`config.mk`:
```
export PLATFORM = sky130hd
export DESIGN_NAME = counter_load_sched
export DESIGN_NICKNAME = d
export VERILOG_FILES = /design/src/rtl/counter_pkg.sv /design/src/rtl/rr_arbiter.sv /design/src/rtl/counter_load_sched.sv
export SDC_FILE = /design/constraint.sdc
export NUM_CORES = 1
export LEC_CHECK = 0
export CAP_MARGIN = 0
export CORE_MARGIN = 2
export CORE_UTILIZATION = 49
export CTS_CLUSTER_SIZE = 24
export DETAILED_ROUTE_END_ITERATION = 10
export GPL_ROUTABILITY_DRIVEN = 0
export HOLD_SLACK_MARGIN = 0.03
export PLACE_DENSITY = 0.77
export SETUP_SLACK_MARGIN = 0.05
export SKIP_CTS_REPAIR_TIMING = 1
export SYNTH_ARGS = -nofsm -noshare
export SYNTH_HDL_FRONTEND = slang
export SYNTH_SLANG_ARGS = --single-unit
```
`constraint.sdc`:
```
create_clock -name clk -period 3.25 [get_ports clk]
set_input_delay 0.65 -clock clk [delete_from_list [all_inputs] [get_ports clk]]
set_output_delay 0.65 -clock clk [all_outputs]
set_load 0.005 [all_outputs]
```
`src/rtl/counter_pkg.sv`:
```
// Shared definitions for the load/run counter scheduler.
package counter_pkg;

  typedef enum logic [1:0] {
    IDLE = 2'd0,
    LOAD = 2'd1,
    RUN  = 2'd2,
    DONE = 2'd3
  } state_t;

  localparam int              DEF_WIDTH    = 4;
  localparam logic [3:0]      DEF_TERMINAL = 4'hF;
  localparam int              WD_WIDTH     = 5;

endpackage

```
`src/rtl/rr_arbiter.sv`:
```
// Combinational round-robin picker: searches from the index after ptr.
module rr_arbiter #(
  parameter  int NUM_REQ = 4,
  localparam int IDX_W   = (NUM_REQ > 1) ? $clog2(NUM_REQ) : 1
) (
  input  logic [NUM_REQ-1:0] req,
  input  logic [IDX_W-1:0]   ptr,
  output logic [NUM_REQ-1:0] grant,
  output logic [IDX_W-1:0]   idx,
  output logic               valid
);

  int               cand;
  logic [IDX_W-1:0] sel;

  // First requester found after the pointer, wrapping, wins.
  always_comb begin
    grant = '0;
    idx   = '0;
    valid = 1'b0;
    cand  = 0;
    sel   = '0;
    for (int off = 1; off <= NUM_REQ; off++) begin
      cand = int'(ptr) + off;
      if (cand >= NUM_REQ) cand = cand - NUM_REQ;
      sel = IDX_W'(cand);
      if (!valid && req[sel]) begin
        valid      = 1'b1;
        idx        = sel;
        grant[sel] = 1'b1;
      end
    end
  end

endmodule

```
`src/rtl/counter_load_sched.sv`:
```
// Schedules requesters onto one shared loadable counter, one job at a time.
module counter_load_sched
  import counter_pkg::*;
#(
  parameter  int               NUM_REQ  = 4,
  parameter  int               WIDTH    = DEF_WIDTH,
  parameter  logic [WIDTH-1:0] TERMINAL = WIDTH'(DEF_TERMINAL),
  parameter  int               WD_LIMIT = 18,
  localparam int               IDX_W    = (NUM_REQ > 1) ? $clog2(NUM_REQ) : 1
) (
  input  logic                            clk,
  input  logic                            rst,
  input  logic [NUM_REQ-1:0]              req,
  input  logic [NUM_REQ-1:0][WIDTH-1:0]   req_val,
  output logic [NUM_REQ-1:0]              gnt,
  output logic [NUM_REQ-1:0]              done,
  output logic                            err,
  output logic                            busy,
  output logic                            cnt_load,
  output logic [WIDTH-1:0]                cnt_data_in,
  input  logic [WIDTH-1:0]                cnt_data_out
);

  localparam logic [WD_WIDTH-1:0] WD_LIM = WD_WIDTH'(WD_LIMIT);

  state_t               state, state_next;
  logic [IDX_W-1:0]     ptr;
  logic [IDX_W-1:0]     owner;
  logic [NUM_REQ-1:0]   owner_oh;
  logic [WIDTH-1:0]     val_reg;
  logic [WD_WIDTH-1:0]  wd;
  logic                 err_flag;

  logic [NUM_REQ-1:0]   arb_grant;
  logic [IDX_W-1:0]     arb_idx;
  logic                 arb_valid;
  logic                 terminal;
  logic                 abort;
  logic                 wd_expire;

  rr_arbiter #(.NUM_REQ(NUM_REQ)) u_arb (
    .req   (req),
    .ptr   (ptr),
    .grant (arb_grant),
    .idx   (arb_idx),
    .valid (arb_valid)
  );

  // Next-state decision; terminal count beats abort, abort beats watchdog.
  always_comb begin
    state_next = state;
    terminal   = (cnt_data_out == TERMINAL);
    abort      = !req[owner];
    wd_expire  = ((wd + 1'b1) == WD_LIM) && !terminal && !abort;
    case (state)
      IDLE: if (arb_valid) state_next = LOAD;
      LOAD: state_next = RUN;
      RUN: begin
        if (terminal)       state_next = DONE;
        else if (abort)     state_next = IDLE;
        else if (wd_expire) state_next = DONE;
      end
      DONE: state_next = IDLE;
      default: state_next = IDLE;
    endcase
  end

  // State, ownership, watchdog and round-robin pointer registers.
  always_ff @(posedge clk) begin
    if (!rst) begin
      state    <= IDLE;
      ptr      <= IDX_W'(NUM_REQ - 1);
      owner    <= '0;
      owner_oh <= '0;
      val_reg  <= '0;
      wd       <= '0;
      err_flag <= 1'b0;
    end else begin
      state <= state_next;
      case (state)
        IDLE: begin
          if (arb_valid) begin
            owner    <= arb_idx;
            owner_oh <= arb_grant;
            val_reg  <= req_val[arb_idx];
          end
        end
        LOAD: begin
          wd       <= '0;
          err_flag <= 1'b0;
        end
        RUN: begin
          wd <= wd + 1'b1;
          if (wd_expire) err_flag <= 1'b1;
          if (!terminal && abort) ptr <= owner;
        end
        DONE: ptr <= owner;
        default: ;
      endcase
    end
  end

  assign busy        = (state != IDLE);
  assign gnt         = busy ? owner_oh : '0;
  assign done        = (state == DONE) ? owner_oh : '0;
  assign err         = (state == DONE) && err_flag;
  assign cnt_load    = (state == LOAD);
  assign cnt_data_in = val_reg;

endmodule

```
* Word-level counts from Yosys, hierarchy flattened
Index checks and enable logic that the tools add are counted.
Word-level totals: flip-flop bits (word level) 20, latch bits 0, bits in writable memories 0, memory bits (read-only) 0, bits of input ports 26, output and inout port bits 15, word-level logic and storage cells 114, memories kept 0
Operators by class: $add $sub $neg 9, $mul 0, div/mod/pow operators 0, magnitude comparators 14, equality and inequality tests 9, shift-type cells 0, multiplexer cells 48, bitwise logic cells 3, reductions and logical operators 24
Operator list (count):
- 2-to-1 mux 4 bit | 7
- 2-to-1 mux 2 bit | 13
- less-than comparator 2 x 3 -> 1 bit (second input constant) | 6
- 2-to-1 mux 1 bit | 14
- bitwise OR 4 bit | 3
- logical AND 1 bit | 11
- binary-select mux 1 bit (select 2 bit) | 5
- one-hot mux 5 bit (2 select lines) | 1
- greater-or-equal comparator 3 bit (second input constant) | 3
- binary-select mux 4 bit (select 2 bit) | 1
- demux 1 bit (select 2 bit) | 4
- greater-or-equal comparator 2 x 1 -> 1 bit (second input constant) | 4
- one-hot mux 2 bit (4 select lines) | 1
- AND reduction 2 bit | 4
- subtractor 2 x 1 -> 2 bit (second input constant) | 4
- adder 2 x 2 -> 3 bit (second input constant) | 2
- != test 2 bit (second input constant) | 3
- nonzero test 2 bit | 3
- adder 5 x 1 -> 5 bit (second input constant) | 1
- == test 5 bit (second input constant) | 1
- zero test 1 bit | 5
- adder 2 x 3 -> 4 bit (second input constant) | 1
- == test 2 bit (second input constant) | 2
- == test 4 bit (second input constant) | 1
- other kinds (7) | 7

* Longest topological paths before layout
word-level depth 17, depth in mapped cells 12

* Hierarchy
From an unflattened synthesis, not the netlist that was laid out.
Unflattened totals: cells, all modules 202, area, all modules 1727.9 um^2
By module, submodules not included:
- counter_load_sched | instances 1, cells an instance 134, area an instance 1202.4 um^2, sequential area each 400.4 um^2
- rr_arbiter | instances 1, cells an instance 68, area an instance 525.5 um^2, sequential area each 0.0 um^2

* Worst setup path after synthesis
OpenSTA, ideal clock, no wires.
path kind flip-flop to flip-flop, from reg ptr[0], to reg val_reg[0], in the netlist cnt_data_in[0], library setup time 0.095 ns, arrival time 2.831 ns, required time 3.155 ns, slack 0.324 ns, stages on the path, launching flop included 12, buffers on the path 3, clock period less this slack 2.926 ns, cells stage by stage dfxtp_1 > buf_2 > inv_1 > ha_1 > clkbuf_1 > mux4_2 > nor2b_4 > buf_6 > o221ai_1 > a2bb2oi_1 > nor2_1 > a221oi_1
Between the ends: word-level cells in the longest chain between the ends 17, elaborated cells between the ends (all ways) 41, those cells by class add/sub (8); order compare (4); mux (22); reduce/logical (7)
RTL lines:
- from (decl) | line counter_load_sched.sv:27 | logic [IDX_W-1:0] ptr;
- from (signal assigned) | line counter_load_sched.sv:72 | ptr <= IDX_W'(NUM_REQ - 1);
- from (signal assigned) | line counter_load_sched.sv:95 | if (!terminal && abort) ptr <= owner;
- from (signal assigned) | line counter_load_sched.sv:97 | DONE: ptr <= owner;
- adder 2 x 1 -> 3 bit | line rr_arbiter.sv:24 | cand = int'(ptr) + off;
- greater-or-equal comparator 3 bit / subtractor 2 x 1 -> 2 bit (equally long branches) | line rr_arbiter.sv:25 | if (cand >= NUM_REQ) cand = cand - NUM_REQ;
- 2-to-1 mux 2 bit | line rr_arbiter.sv:25
- binary-select mux 1 bit (select 2 bit) | line rr_arbiter.sv:27 | if (!valid && req[sel]) begin
- 2-to-1 mux 1 bit (implied by the code) | line rr_arbiter.sv:27
- 2-to-1 mux 1 bit | line rr_arbiter.sv:27
- zero test 1 bit | line rr_arbiter.sv:27
- logical AND 1 bit | line rr_arbiter.sv:27
- 2-to-1 mux 1 bit | line rr_arbiter.sv:27
- zero test 1 bit | line rr_arbiter.sv:27
- logical AND 1 bit | line rr_arbiter.sv:27
- 2-to-1 mux 1 bit | line rr_arbiter.sv:27
- zero test 1 bit | line rr_arbiter.sv:27
- logical AND 1 bit | line rr_arbiter.sv:27
- 2-to-1 mux 2 bit | line rr_arbiter.sv:27
- binary-select mux 4 bit (select 2 bit) | line counter_load_sched.sv:85 | val_reg <= req_val[arb_idx];
- 2-to-1 mux 4 bit (implied by the code) | line counter_load_sched.sv:85
- to (signal assigned) | line counter_load_sched.sv:85
- to (decl) | line counter_load_sched.sv:30 | logic [WIDTH-1:0] val_reg;
Parallel ways exist; a longest one is shown, timed or not. The select of a mux whose other input is x is not followed. A chain may end at the register's enable or synchronous reset.

* Final worst setup path
from in req[1], to reg val_reg[1], in the netlist cnt_data_in[1]
Between the ends: word-level cells in the longest chain between the ends 14, elaborated cells between the ends (all ways) 25, those cells by class mux (18); reduce/logical (7)
RTL lines:
- from (decl) | line counter_load_sched.sv:13 | input logic [NUM_REQ-1:0] req,
- binary-select mux 1 bit (select 2 bit) | line rr_arbiter.sv:27
- 2-to-1 mux 1 bit (implied by the code) | line rr_arbiter.sv:27
- 2-to-1 mux 1 bit | line rr_arbiter.sv:27
- zero test 1 bit | line rr_arbiter.sv:27
- logical AND 1 bit | line rr_arbiter.sv:27
- 2-to-1 mux 1 bit | line rr_arbiter.sv:27
- zero test 1 bit | line rr_arbiter.sv:27
- logical AND 1 bit | line rr_arbiter.sv:27
- 2-to-1 mux 1 bit | line rr_arbiter.sv:27
- zero test 1 bit | line rr_arbiter.sv:27
- logical AND 1 bit | line rr_arbiter.sv:27
- 2-to-1 mux 2 bit | line rr_arbiter.sv:27
- binary-select mux 4 bit (select 2 bit) | line counter_load_sched.sv:85
- 2-to-1 mux 4 bit (implied by the code) | line counter_load_sched.sv:85
Parallel ways exist; a longest one is shown, timed or not. The select of a mux whose other input is x is not followed.

==> results.toml <==
[outcome]
outcome = "finished, final reports clean"

[worst_setup_path]
start_kind = "input pin"
critPathKind = "input pin to flop"
end_kind = "flop"
critPathRequiredTime_ps = 3470
worstPathMaxFanout = 11
arrival_ps = 3030

[global_route]
grt_max_degree = 17
grt_use_total = 0.2098
gr-total-overflow = 0
grt_pass1_vias = 1504
grt_pass1_wl_mm = 6.720
antenna_found_initial = 0

[synth]
synth.top_cell.area_share = 0.2415
ys_types = 48
synth-seq-area-share = 0.2415
synth_top_cell_by_area = "dfxtp_1"
synth.area.top_cells = "dfxtp_1 24%, ha_1 11%, mux4_2 6.8%"
yosys_warnings = 0
ys_ff_latch = 20
syn_nets = 228
netlist_area_sq_um = 1658
synth.avg_cell_area_sq_um = 8.818
synthesis.instances = 188

[floorplan]
std_cell_rows = 21
dieWidth_um = 62.17
floorplan.initialDensity = 0.5048
floorplan.core_area_sq_um = 3284
fp.dieH_um = 62.17
io_pins = 41
fp.dieArea_sq_um = 3864

[run]
cap_violations = 0

[final_layout]
fin_area_sq_um = 2142
final.fill_count = 291
fin_util = 0.6522
area_delta_synth_final_pct = 29.21
drive_gt1_frac = 0.09251
diodes = 0
num-nets-final = 268
fin_cells = 273

[timing]
max_freq_ghz = 0.3555
tns_ps = 0
hold_violations = 0
slew-limit-headroom = 0.6705
worstMarginPinSlew_ps = 490.0
finalSetupViolCount = 0
min_period_ps = 2813
rsz0062_at_grt = "false"
finalCritPeriodShare = 0.8656
maxSlewViolCount = 0
fin_skew_ps = 12.14

[route]
wl_mm = 4.030
drcViolationCount = 0
viasPerCell = 5.766
first_pass_iters = 4
antenna_left = 0
vias = 1574
routedWlPerCell_um = 14.76
drt_iter0_markers = 76

[placement]
dp_cells = 269
hpwl_mm = 3.152
io_buffers = 40
placed_area_sq_um = 2090

[cts]
clk_latency_ps = 300
root_buffer = "clkbuf_4"
cts_made_buffers = 3
clk_pin_slew_ps = 120
clock_sinks = 20
cts_tree = "yes"
clockBufferDepth = 2
htreeDepth = 1

[power_and_ir_drop]
power_density_nw_per_um2 = 820.8
ir_worst_vdd_uv = 390.6
leakage_nw = 0.8611

[hold_path]
hp-class = "flop to flop"
==> placed cells by master, fill, tap and decap left out, types with 3 or more instances in the layout <==
cell type / instances
clkdlybuf4s50_1: 40
dfxtp_1: 20
nor2_1: 17
ha_1: 14
inv_1: 12
nand2_1: 12
and2_1: 11
mux2i_1: 11
a221oi_1: 8
o21ai_0: 7
nor2b_1: 6
a211oi_1: 6
mux4_2: 5
o211ai_1: 4
a22oi_1: 4
nand3_1: 3
a2bb2oi_1: 3
o22ai_1: 3
a21oi_1: 3
nor3_1: 3
o21a_1: 3
clkbuf_4: 3
buf_4: 3
==> cell type report <==
| class | count | area [sq um] | area share |
|---|---|---|---|
| clock buffer | 3 | 22.52 | 0.01051 |
| clock inverter | 1 | 30.03 | 0.01402 |
| inverter | 13 | 48.80 | 0.02278 |
| multi-input combinational | 147 | 1160 | 0.5415 |
| sequential | 20 | 400.4 | 0.1869 |
| tap | 46 | 57.56 | 0.02687 |
| timing repair buffer | 43 | 422.9 | 0.1974 |
==> metal layers <==
metal	global-route usage	share of wire
met1	0.2619	0.46
met2	0.3709	0.49
met4	0.06667	0.011
met5	0	0
met3	0.03261	0.041
==> Yosys cell counts, drive strengths merged <==
| library cell | n |
|---|---|
| o211a | 1 |
| a22oi | 4 |
| a31o | 1 |
| or2 | 1 |
| nor4 | 1 |
| a221oi | 8 |
| mux2 | 1 |
| clkinv | 1 |
| a211oi | 6 |
| nor2b | 7 |
| ha | 14 |
| nor3 | 4 |
| o21bai | 1 |
| a2bb2oi | 3 |
| o221a | 1 |
| nand4 | 1 |
| nand4b | 1 |
| and2 | 12 |
| a21oi | 3 |
| or3b | 1 |
| nand2 | 12 |
| mux2i | 11 |
| xnor2 | 1 |
| a21boi | 1 |
| o211ai | 5 |
| nor2 | 17 |
| o21a | 3 |
| o22ai | 3 |
| and3 | 1 |
| or3 | 1 |
| a311oi | 1 |
| dfxtp | 20 |
| clkbuf | 3 |
| o21ai | 8 |
| inv | 12 |
| nand3 | 3 |
| o2111ai | 1 |
| o31ai | 1 |
| mux4 | 5 |
| nor4b | 1 |
| o221ai | 1 |
| buf | 5 |
==> stage by stage <==
stage                     hold slack, ps  setup WS (ps)  total power, mW
final                              500.8          436.8            1.758
after detailed placement           473.6          105.3            1.556
after global routing               517.6          267.3            1.897
after global placement             466.0          285.1            1.511
after floorplan                    447.1          323.9            1.253
after CTS                          501.3          429.7            1.759
==> worst paths after layout <==
| check | start | endpoint | slack [ps] | depth (start not counted) |
|---|---|---|---|---|
| max reg2reg | ptr[0] | cnt_data_in[1] | 590 | 8 |
| max | req[1] | cnt_data_in[1] | 440 | 7 |
| min reg2reg | err_flag | err_flag | 500 | 2 |
| min | err_flag | err_flag | 500 | 2 |
==> where the power goes <==
group / internal (mW) / switching (mW) / total (mW)
clock: 0.125 / 0.0784 / 0.203
combinational: 0.549 / 0.634 / 1.18
sequential: 0.319 / 0.0532 / 0.372
total: 0.992 / 0.766 / 1.76
==> kinds of logic after synthesis <==
kind of cell / share of synthesized area
simple gates: 0.2060
compound gates: 0.2415
buf+inv: 0.05886
flops: 0.2415
mux: 0.1411
fa+ha+maj: 0.1057
xor+xnor: 0.005284
==> worst max-delay path, stage by stage <==
cell and delay (ps):
clkdlybuf4s50_1 550, mux4_2 680, nor2b_4 290, o221ai_1 160, a2bb2oi_1 190, o21a_1 250
a221oi_1 280
==> sequential cells by signal, summed over array words and instances, names as in the netlist <==
signal and flops:
owner 2, state 2, cnt_data_in 4, owner_oh 4, ptr 2, err_flag 1, wd 5
Note: power is estimated with default switching activity, not from simulation.
